### src/rtl/mbist_pkg.sv
// Shared types, encodings and march element tables for the memory BIST controller.
package mbist_pkg;

  localparam logic ALG_MATS_PLUS = 1'b0;
  localparam logic ALG_MARCH_CM  = 1'b1;

  typedef enum logic [1:0] {
    ST_IDLE  = 2'd0,
    ST_RUN   = 2'd1,
    ST_DRAIN = 2'd2,
    ST_DONE  = 2'd3
  } state_e;

  // data = 0 selects the background, data = 1 its complement
  typedef struct packed {
    logic wr;
    logic data;
  } march_op_t;

  typedef struct packed {
    logic            down;
    logic [1:0]      n_ops;
    march_op_t [1:0] ops;   // ops[0] executes first
  } march_elem_t;

  localparam march_op_t R0 = 2'b00;
  localparam march_op_t R1 = 2'b01;
  localparam march_op_t W0 = 2'b10;
  localparam march_op_t W1 = 2'b11;

  function automatic march_elem_t mk_elem(input logic down, input logic [1:0] n_ops,
                                          input march_op_t op0, input march_op_t op1);
    march_elem_t e;
    e.down   = down;
    e.n_ops  = n_ops;
    e.ops[0] = op0;
    e.ops[1] = op1;
    return e;
  endfunction

  localparam int MATS_ELEMS     = 3;
  localparam int MARCH_CM_ELEMS = 6;
  localparam logic [2:0] MATS_LAST     = 3'(MATS_ELEMS - 1);
  localparam logic [2:0] MARCH_CM_LAST = 3'(MARCH_CM_ELEMS - 1);

  // Tables are listed last element first so index 0 is the first element.
  localparam march_elem_t [MATS_ELEMS-1:0] MATS_TBL = {
    mk_elem(1'b1, 2'd2, R1, W0),
    mk_elem(1'b0, 2'd2, R0, W1),
    mk_elem(1'b0, 2'd1, W0, W0)
  };

  localparam march_elem_t [MARCH_CM_ELEMS-1:0] MARCH_CM_TBL = {
    mk_elem(1'b0, 2'd1, R0, R0),
    mk_elem(1'b1, 2'd2, R1, W0),
    mk_elem(1'b1, 2'd2, R0, W1),
    mk_elem(1'b0, 2'd2, R1, W0),
    mk_elem(1'b0, 2'd2, R0, W1),
    mk_elem(1'b0, 2'd1, W0, W0)
  };

  function automatic march_elem_t get_elem(input logic alg, input logic [2:0] idx);
    march_elem_t e;
    if (alg == ALG_MATS_PLUS) begin
      e = (idx <= MATS_LAST) ? MATS_TBL[idx[1:0]] : MATS_TBL[0];
    end else begin
      e = (idx <= MARCH_CM_LAST) ? MARCH_CM_TBL[idx] : MARCH_CM_TBL[0];
    end
    return e;
  endfunction

  function automatic logic elem_down(input logic alg, input logic [2:0] idx);
    march_elem_t e;
    e = get_elem(alg, idx);
    return e.down;
  endfunction

endpackage

### src/rtl/mbist_addr_gen.sv
// Up/down address counter with load-to-0 / load-to-max and a direction-aware terminal flag.
module mbist_addr_gen #(
  parameter int AW = 4
) (
  input  logic          clk,
  input  logic          rst,
  input  logic          load_i,
  input  logic          load_max_i,
  input  logic          en_i,
  input  logic          down_i,
  output logic [AW-1:0] addr_o,
  output logic          tc_o
);

  logic [AW-1:0] addr_q, addr_d;

  always_comb begin
    addr_d = addr_q;
    if (load_i) begin
      addr_d = load_max_i ? '1 : '0;
    end else if (en_i) begin
      addr_d = down_i ? addr_q - AW'(1) : addr_q + AW'(1);
    end
  end

  always_ff @(posedge clk) begin
    if (rst) begin
      addr_q <= '0;
    end else begin
      addr_q <= addr_d;
    end
  end

  assign addr_o = addr_q;
  assign tc_o   = down_i ? (addr_q == '0) : (addr_q == '1);

endmodule

### src/rtl/mbist_march_ctrl.sv
// March-test BIST controller: sequences MATS+ / March C- over a single-port RAM and
// records the first miscompare plus a saturating miscompare count.
module mbist_march_ctrl
  import mbist_pkg::*;
#(
  parameter int DW  = 8,
  parameter int AW  = 4,
  parameter int FCW = 8
) (
  input  logic           clk,
  input  logic           rst,
  input  logic           start,
  input  logic           alg_sel,
  input  logic           stop_on_fail,
  input  logic [DW-1:0]  bg_pat,
  output logic [AW-1:0]  mem_addr,
  output logic [DW-1:0]  mem_wdata,
  output logic           mem_we,
  output logic           mem_re,
  input  logic [DW-1:0]  mem_rdata,
  output logic           busy,
  output logic           done,
  output logic           fail,
  output logic [AW-1:0]  fail_addr,
  output logic [DW-1:0]  fail_exp,
  output logic [DW-1:0]  fail_act,
  output logic [FCW-1:0] fail_cnt
);

  state_e           state_q, state_d;
  logic             alg_q, sof_q;
  logic [DW-1:0]    bg_q;
  logic [2:0]       elem_q, elem_d;
  logic             op_q, op_d;
  logic             rd_pend_q;
  logic [DW-1:0]    exp_q;
  logic [AW-1:0]    cmp_addr_q;
  logic             fail_q;
  logic [AW-1:0]    fail_addr_q;
  logic [DW-1:0]    fail_exp_q, fail_act_q;
  logic [FCW-1:0]   fail_cnt_q;

  march_elem_t      cur_elem;
  march_op_t        cur_op;
  logic             running, start_acc, op_last, elem_last, last_issue, mismatch;
  logic             ag_load, ag_load_max, ag_en, ag_tc;
  logic [AW-1:0]    ag_addr;
  logic [DW-1:0]    op_data;

  assign running    = (state_q == ST_RUN);
  assign start_acc  = start && ((state_q == ST_IDLE) || (state_q == ST_DONE));
  assign cur_elem   = get_elem(alg_q, elem_q);
  assign cur_op     = cur_elem.ops[op_q];
  assign op_last    = ({1'b0, op_q} == (cur_elem.n_ops - 2'd1));
  assign elem_last  = (elem_q == ((alg_q == ALG_MARCH_CM) ? MARCH_CM_LAST : MATS_LAST));
  assign last_issue = running && op_last && ag_tc && elem_last;
  assign op_data    = cur_op.data ? ~bg_q : bg_q;
  // Compares are only meaningful while the run is live; a read issued in the stop cycle is dropped.
  assign mismatch   = rd_pend_q && (running || (state_q == ST_DRAIN)) && (mem_rdata != exp_q);

  mbist_addr_gen #(.AW(AW)) u_addr_gen (
    .clk        (clk),
    .rst        (rst),
    .load_i     (ag_load),
    .load_max_i (ag_load_max),
    .en_i       (ag_en),
    .down_i     (cur_elem.down),
    .addr_o     (ag_addr),
    .tc_o       (ag_tc)
  );

  // Op/address sequencing: finish all ops at an address, then step, then move to the next element.
  always_comb begin
    elem_d      = elem_q;
    op_d        = op_q;
    ag_load     = 1'b0;
    ag_load_max = 1'b0;
    ag_en       = 1'b0;
    if (start_acc) begin
      elem_d  = '0;
      op_d    = 1'b0;
      ag_load = 1'b1;
    end else if (running) begin
      if (!op_last) begin
        op_d = 1'b1;
      end else begin
        op_d = 1'b0;
        if (!ag_tc) begin
          ag_en = 1'b1;
        end else if (!elem_last) begin
          elem_d      = elem_q + 3'd1;
          ag_load     = 1'b1;
          ag_load_max = elem_down(alg_q, elem_q + 3'd1);
        end
      end
    end
  end

  always_ff @(posedge clk) begin
    if (rst) begin
      state_q <= ST_IDLE;
    end else begin
      state_q <= state_d;
    end
  end

  always_comb begin
    state_d = state_q;
    case (state_q)
      ST_IDLE:  if (start_acc) state_d = ST_RUN;
      ST_RUN: begin
        if (mismatch && sof_q) begin
          state_d = ST_DONE;
        end else if (last_issue) begin
          state_d = ST_DRAIN;
        end
      end
      ST_DRAIN: state_d = ST_DONE;
      ST_DONE:  if (start_acc) state_d = ST_RUN;
      default:  state_d = ST_IDLE;
    endcase
  end

  always_comb begin
    busy      = 1'b0;
    done      = 1'b0;
    mem_we    = 1'b0;
    mem_re    = 1'b0;
    mem_wdata = '0;
    case (state_q)
      ST_RUN: begin
        busy   = 1'b1;
        mem_we = cur_op.wr;
        mem_re = !cur_op.wr;
        if (cur_op.wr) mem_wdata = op_data;
      end
      ST_DRAIN: busy = 1'b1;
      ST_DONE:  done = 1'b1;
      default:  ;
    endcase
  end

  always_ff @(posedge clk) begin
    if (rst) begin
      elem_q      <= '0;
      op_q        <= 1'b0;
      alg_q       <= 1'b0;
      sof_q       <= 1'b0;
      bg_q        <= '0;
      rd_pend_q   <= 1'b0;
      exp_q       <= '0;
      cmp_addr_q  <= '0;
      fail_q      <= 1'b0;
      fail_addr_q <= '0;
      fail_exp_q  <= '0;
      fail_act_q  <= '0;
      fail_cnt_q  <= '0;
    end else begin
      elem_q     <= elem_d;
      op_q       <= op_d;
      rd_pend_q  <= mem_re;
      exp_q      <= op_data;
      cmp_addr_q <= ag_addr;
      if (start_acc) begin
        alg_q       <= alg_sel;
        sof_q       <= stop_on_fail;
        bg_q        <= bg_pat;
        fail_q      <= 1'b0;
        fail_addr_q <= '0;
        fail_exp_q  <= '0;
        fail_act_q  <= '0;
        fail_cnt_q  <= '0;
      end else if (mismatch) begin
        fail_q <= 1'b1;
        if (fail_cnt_q != {FCW{1'b1}}) fail_cnt_q <= fail_cnt_q + FCW'(1);
        if (!fail_q) begin
          fail_addr_q <= cmp_addr_q;
          fail_exp_q  <= exp_q;
          fail_act_q  <= mem_rdata;
        end
      end
    end
  end

  assign mem_addr  = ag_addr;
  assign fail      = fail_q;
  assign fail_addr = fail_addr_q;
  assign fail_exp  = fail_exp_q;
  assign fail_act  = fail_act_q;
  assign fail_cnt  = fail_cnt_q;

endmodule

### config.mk
export PLATFORM = sky130hd
export DESIGN_NAME = mbist_march_ctrl
export DESIGN_NICKNAME = d
export VERILOG_FILES = /design/src/rtl/mbist_pkg.sv /design/src/rtl/mbist_addr_gen.sv /design/src/rtl/mbist_march_ctrl.sv
export SDC_FILE = /design/constraint.sdc
export NUM_CORES = 1
export LEC_CHECK = 0
export ABC_AREA = 1
export CAP_MARGIN = 20
export CORE_MARGIN = 1
export CORE_UTILIZATION = 34
export DETAILED_ROUTE_END_ITERATION = 8
export GPL_TIMING_DRIVEN = 0
export PLACE_DENSITY = 0.64
export SETUP_SLACK_MARGIN = 0.3
export SKIP_CTS_REPAIR_TIMING = 1
export SLEW_MARGIN = 25
export SYNTH_ARGS = -nofsm -noshare
export SYNTH_HDL_FRONTEND = slang
export SYNTH_SLANG_ARGS = --single-unit
### constraint.sdc
create_clock -name clk -period 2.94 [get_ports clk]
set_input_delay 0.441 -clock clk [delete_from_list [all_inputs] [get_ports clk]]
set_output_delay 0.441 -clock clk [all_outputs]
set_load 0.02 [all_outputs]
==> impl_metrics.yaml <==
worst_setup_path:
  endpoint_kind: "primary output"
  crit_fanout: 8
  rrSetupSlack_ps: 630
  path_class: "flip-flop to primary output"
  cp.required_ps: 2500
  worstPathArrival_ps: 2140
  start_kind: "flip-flop"
die:
  placeableCoreArea_um2: 9280
  initial_core_util_pct: 35.2
  io_pins: 66
  die_h_um: 100
  rows: 35
  die-width_um: 100
  dieArea_um2: 10000
place:
  port_buffers: 64
  post-place-cells: 638
  place.gp.congestion: 0.873
  placed_cell_area_um2: 4070
  dp_hpwl_mm: 5.97
grt:
  globalRouteOverflowTotal: 0
  grt_pass1_wl_mm: 13.2
  grt_use_total_pct: 16.7
  grt_max_degree: 13
  grt_antenna_before_repair: 0
  grt_pass1_vias: 2915
synth:
  synth_area_leaders: "dfxtp_1, nand2_1, nor2_1"
  async_flop_share_pct: 0
  synth-edff-count: 0
  yosysSeqAreaShare_pct: 42.3
  synth_seq_cells: 69
  synth_top_cell_area_share_pct: 42.3
  avgSynthCellArea_um2: 7.34
  synth_cell_type_count: 32
  synth_top_flop_cell: "dfxtp_1"
  netlist_area_um2: 3270
  syn_inst: 445
  yosysTopAreaCell: "dfxtp_1"
  synth_nets: 480
  ys_warn_count: 0
power_and_ir_drop:
  power_frac_seq_pct: 40.2
  p_clk_share_pct: 26.7
  p_per_area_nw_per_um2: 671
  pwr-share-comb_pct: 33.1
  swShare_pct: 36.8
  p_sw_mw: 1.08
  ir_drop_mv: 0.327
  p_leak_nw: 1.77
  power.internal_mw: 1.86
min_path:
  hold_path_class: "flip-flop to flip-flop"
drt:
  wire_per_inst_um: 12.1
  vias_per_cell: 4.64
  drtIter0Drc: 103
  firstDrtPassIters: 4
  vias: 3053
  wirelength_mm: 7.97
  postRouteAntennaNets: 0
  drc: 0
job:
  maxCapViolations: 0
status:
  status: "completed"
sta:
  drv_slew: 0
  finalCritPeriodShare_pct: 87.9
  fmax_mhz: 387
  fin_crit_ps: 2580
  tns_ps: 0
  skew_ps: 7.31
  finalHoldViolations: 0
  worst_slew_pin_slew_ps: 518
  rsz0062_at_grt: "false"
  relSlewSlack_pct: 65.2
  setup_viol: 0
clocking:
  ctsHtreeMaxLevel: 3
  cts_buffer_depth: 2
  cts_buffers: 9
  clock_latency_ps: 340
  cts_root_buffer: "clkbuf_8"
  cts_tree: "built"
  cts.sink_count: 69
  path_clk_slew_ps: 80
cells_and_area:
  final_area_um2: 4390
  area_delta_synth_final_pct: 34.3
  diodes: 0
  layout-drive-gt1-share_pct: 12.9
  fill_cells: 926
  layout.nets: 559
  layoutNonFillerInstCount: 658
path summary, 6_finish.rpt:
path,to,startpoint,cells after the start
worst max-delay path,mem_wdata[0],elem_q[1]$_SDFFE_PP0P_,12
worst min register to register,fail_act[5]$_SDFFE_PP0P_,fail_act[5]$_SDFFE_PP0P_,2
worst max register to register,fail_addr[1]$_SDFFE_PP0P_,state_q[1]$_SDFFE_PP0P_,8
worst min-delay path,fail_act[5]$_SDFFE_PP0P_,fail_act[5]$_SDFFE_PP0P_,2
synthesized netlist by cell type, types with 2 or more instances:
library cell and n:
nor2_2 3, o211ai_1 3, ha_1 13, xnor2_1 10
inv_2 4, nand4_1 6, nand3_2 2, inv_1 38
nand2_2 8, nor2_1 65, nand3_1 42, a21oi_1 35
o21ai_0 18, o21a_1 2, xor2_1 9, buf_1 2
nor2_4 2, nor3_1 3, clkbuf_1 10, dfxtp_1 69
nand2_1 90
power by group through the flow:
stage | logic, mW | clock network (mW) | registers (mW)
after floorplan | 0.608 | 0 | 1.19
after global placement | 0.897 | 0 | 1.19
after detailed placement | 0.913 | 0 | 1.19
after CTS | 0.916 | 0.806 | 1.17
after global routing | 1.09 | 0.847 | 1.20
final | 0.976 | 0.785 | 1.18
critical path, cell delays in order, from the launching register on:
cell and delay [ps]:
dfxtp_4 380, inv_4 60, ha_1 200, nor2_2 120
nand2_2 90, nand2_2 90, inv_1 50, nand2_1 80
nand3_2 130, nand2_8 190, xor2_2 90, nor2_1 150
buf_4 170
per-layer routing:
layer	up-vias	GRT usage, %	wire length (um)	part of all wire (%)
li1	1571	-	-	-
met1	1399	20.5	3750	47
met2	74	28.9	3750	47
met3	9	4.11	386	4.8
met4	0	5.24	79	0.99
met5	-	0	0	0
final cells by class:
class / instances / area [um^2] / share of cell area, %
inverters: 44 / 169 / 3.85
multi-input cells: 319 / 1770 / 40.3
clock inverters: 5 / 58.8 / 1.34
repair buffers: 68 / 646 / 14.7
clock buffers: 11 / 141 / 3.22
well taps: 129 / 161 / 3.68
flip-flops and latches: 69 / 1390 / 31.6
plain buffers: 13 / 56.3 / 1.28
cells in the final DEF, fill, tap and decap left out, types with 8 or more instances in the layout:
| cell type | Yosys | final |
|---|---|---|
| clkdlybuf4s50_1 | 0 | 54 |
| nand3_1 | 42 | 40 |
| nand2_1 | 90 | 87 |
| a21oi_1 | 35 | 35 |
| inv_1 | 38 | 37 |
| xnor2_1 | 10 | 10 |
| clkbuf_8 | 0 | 10 |
| nand2_2 | 8 | 9 |
| o21ai_0 | 18 | 18 |
| dfxtp_1 | 69 | 67 |
| ha_1 | 13 | 13 |
| buf_4 | 0 | 8 |
| clkbuf_1 | 10 | 11 |
| nor2_1 | 65 | 64 |
| xor2_2 | 0 | 8 |
kinds of logic after synthesis:
group,count (synthesis),share of synthesized area (%)
XOR/XNOR,19,5.09
AND/OR/NAND/NOR,225,30.2
adder cells (fa/ha/maj),14,5.59
AO/OA/AOI/OAI,61,10.0
flip-flops,69,42.3
buffers and inverters,57,6.81
per-stage QoR:
step                setup slack (ps)  utilization (%)  power [mW]  hold slack, ps
finish                           356             47.3        2.94             463
global route                     239             47.3        3.14             482
CTS                             -406             46.0        2.89             467
detailed placement             -12.5             43.8        2.11             455
global placement                37.9             43.8        2.08             449
floorplan                        755                -        1.80             450
Note: power is estimated with default switching activity, not from simulation.
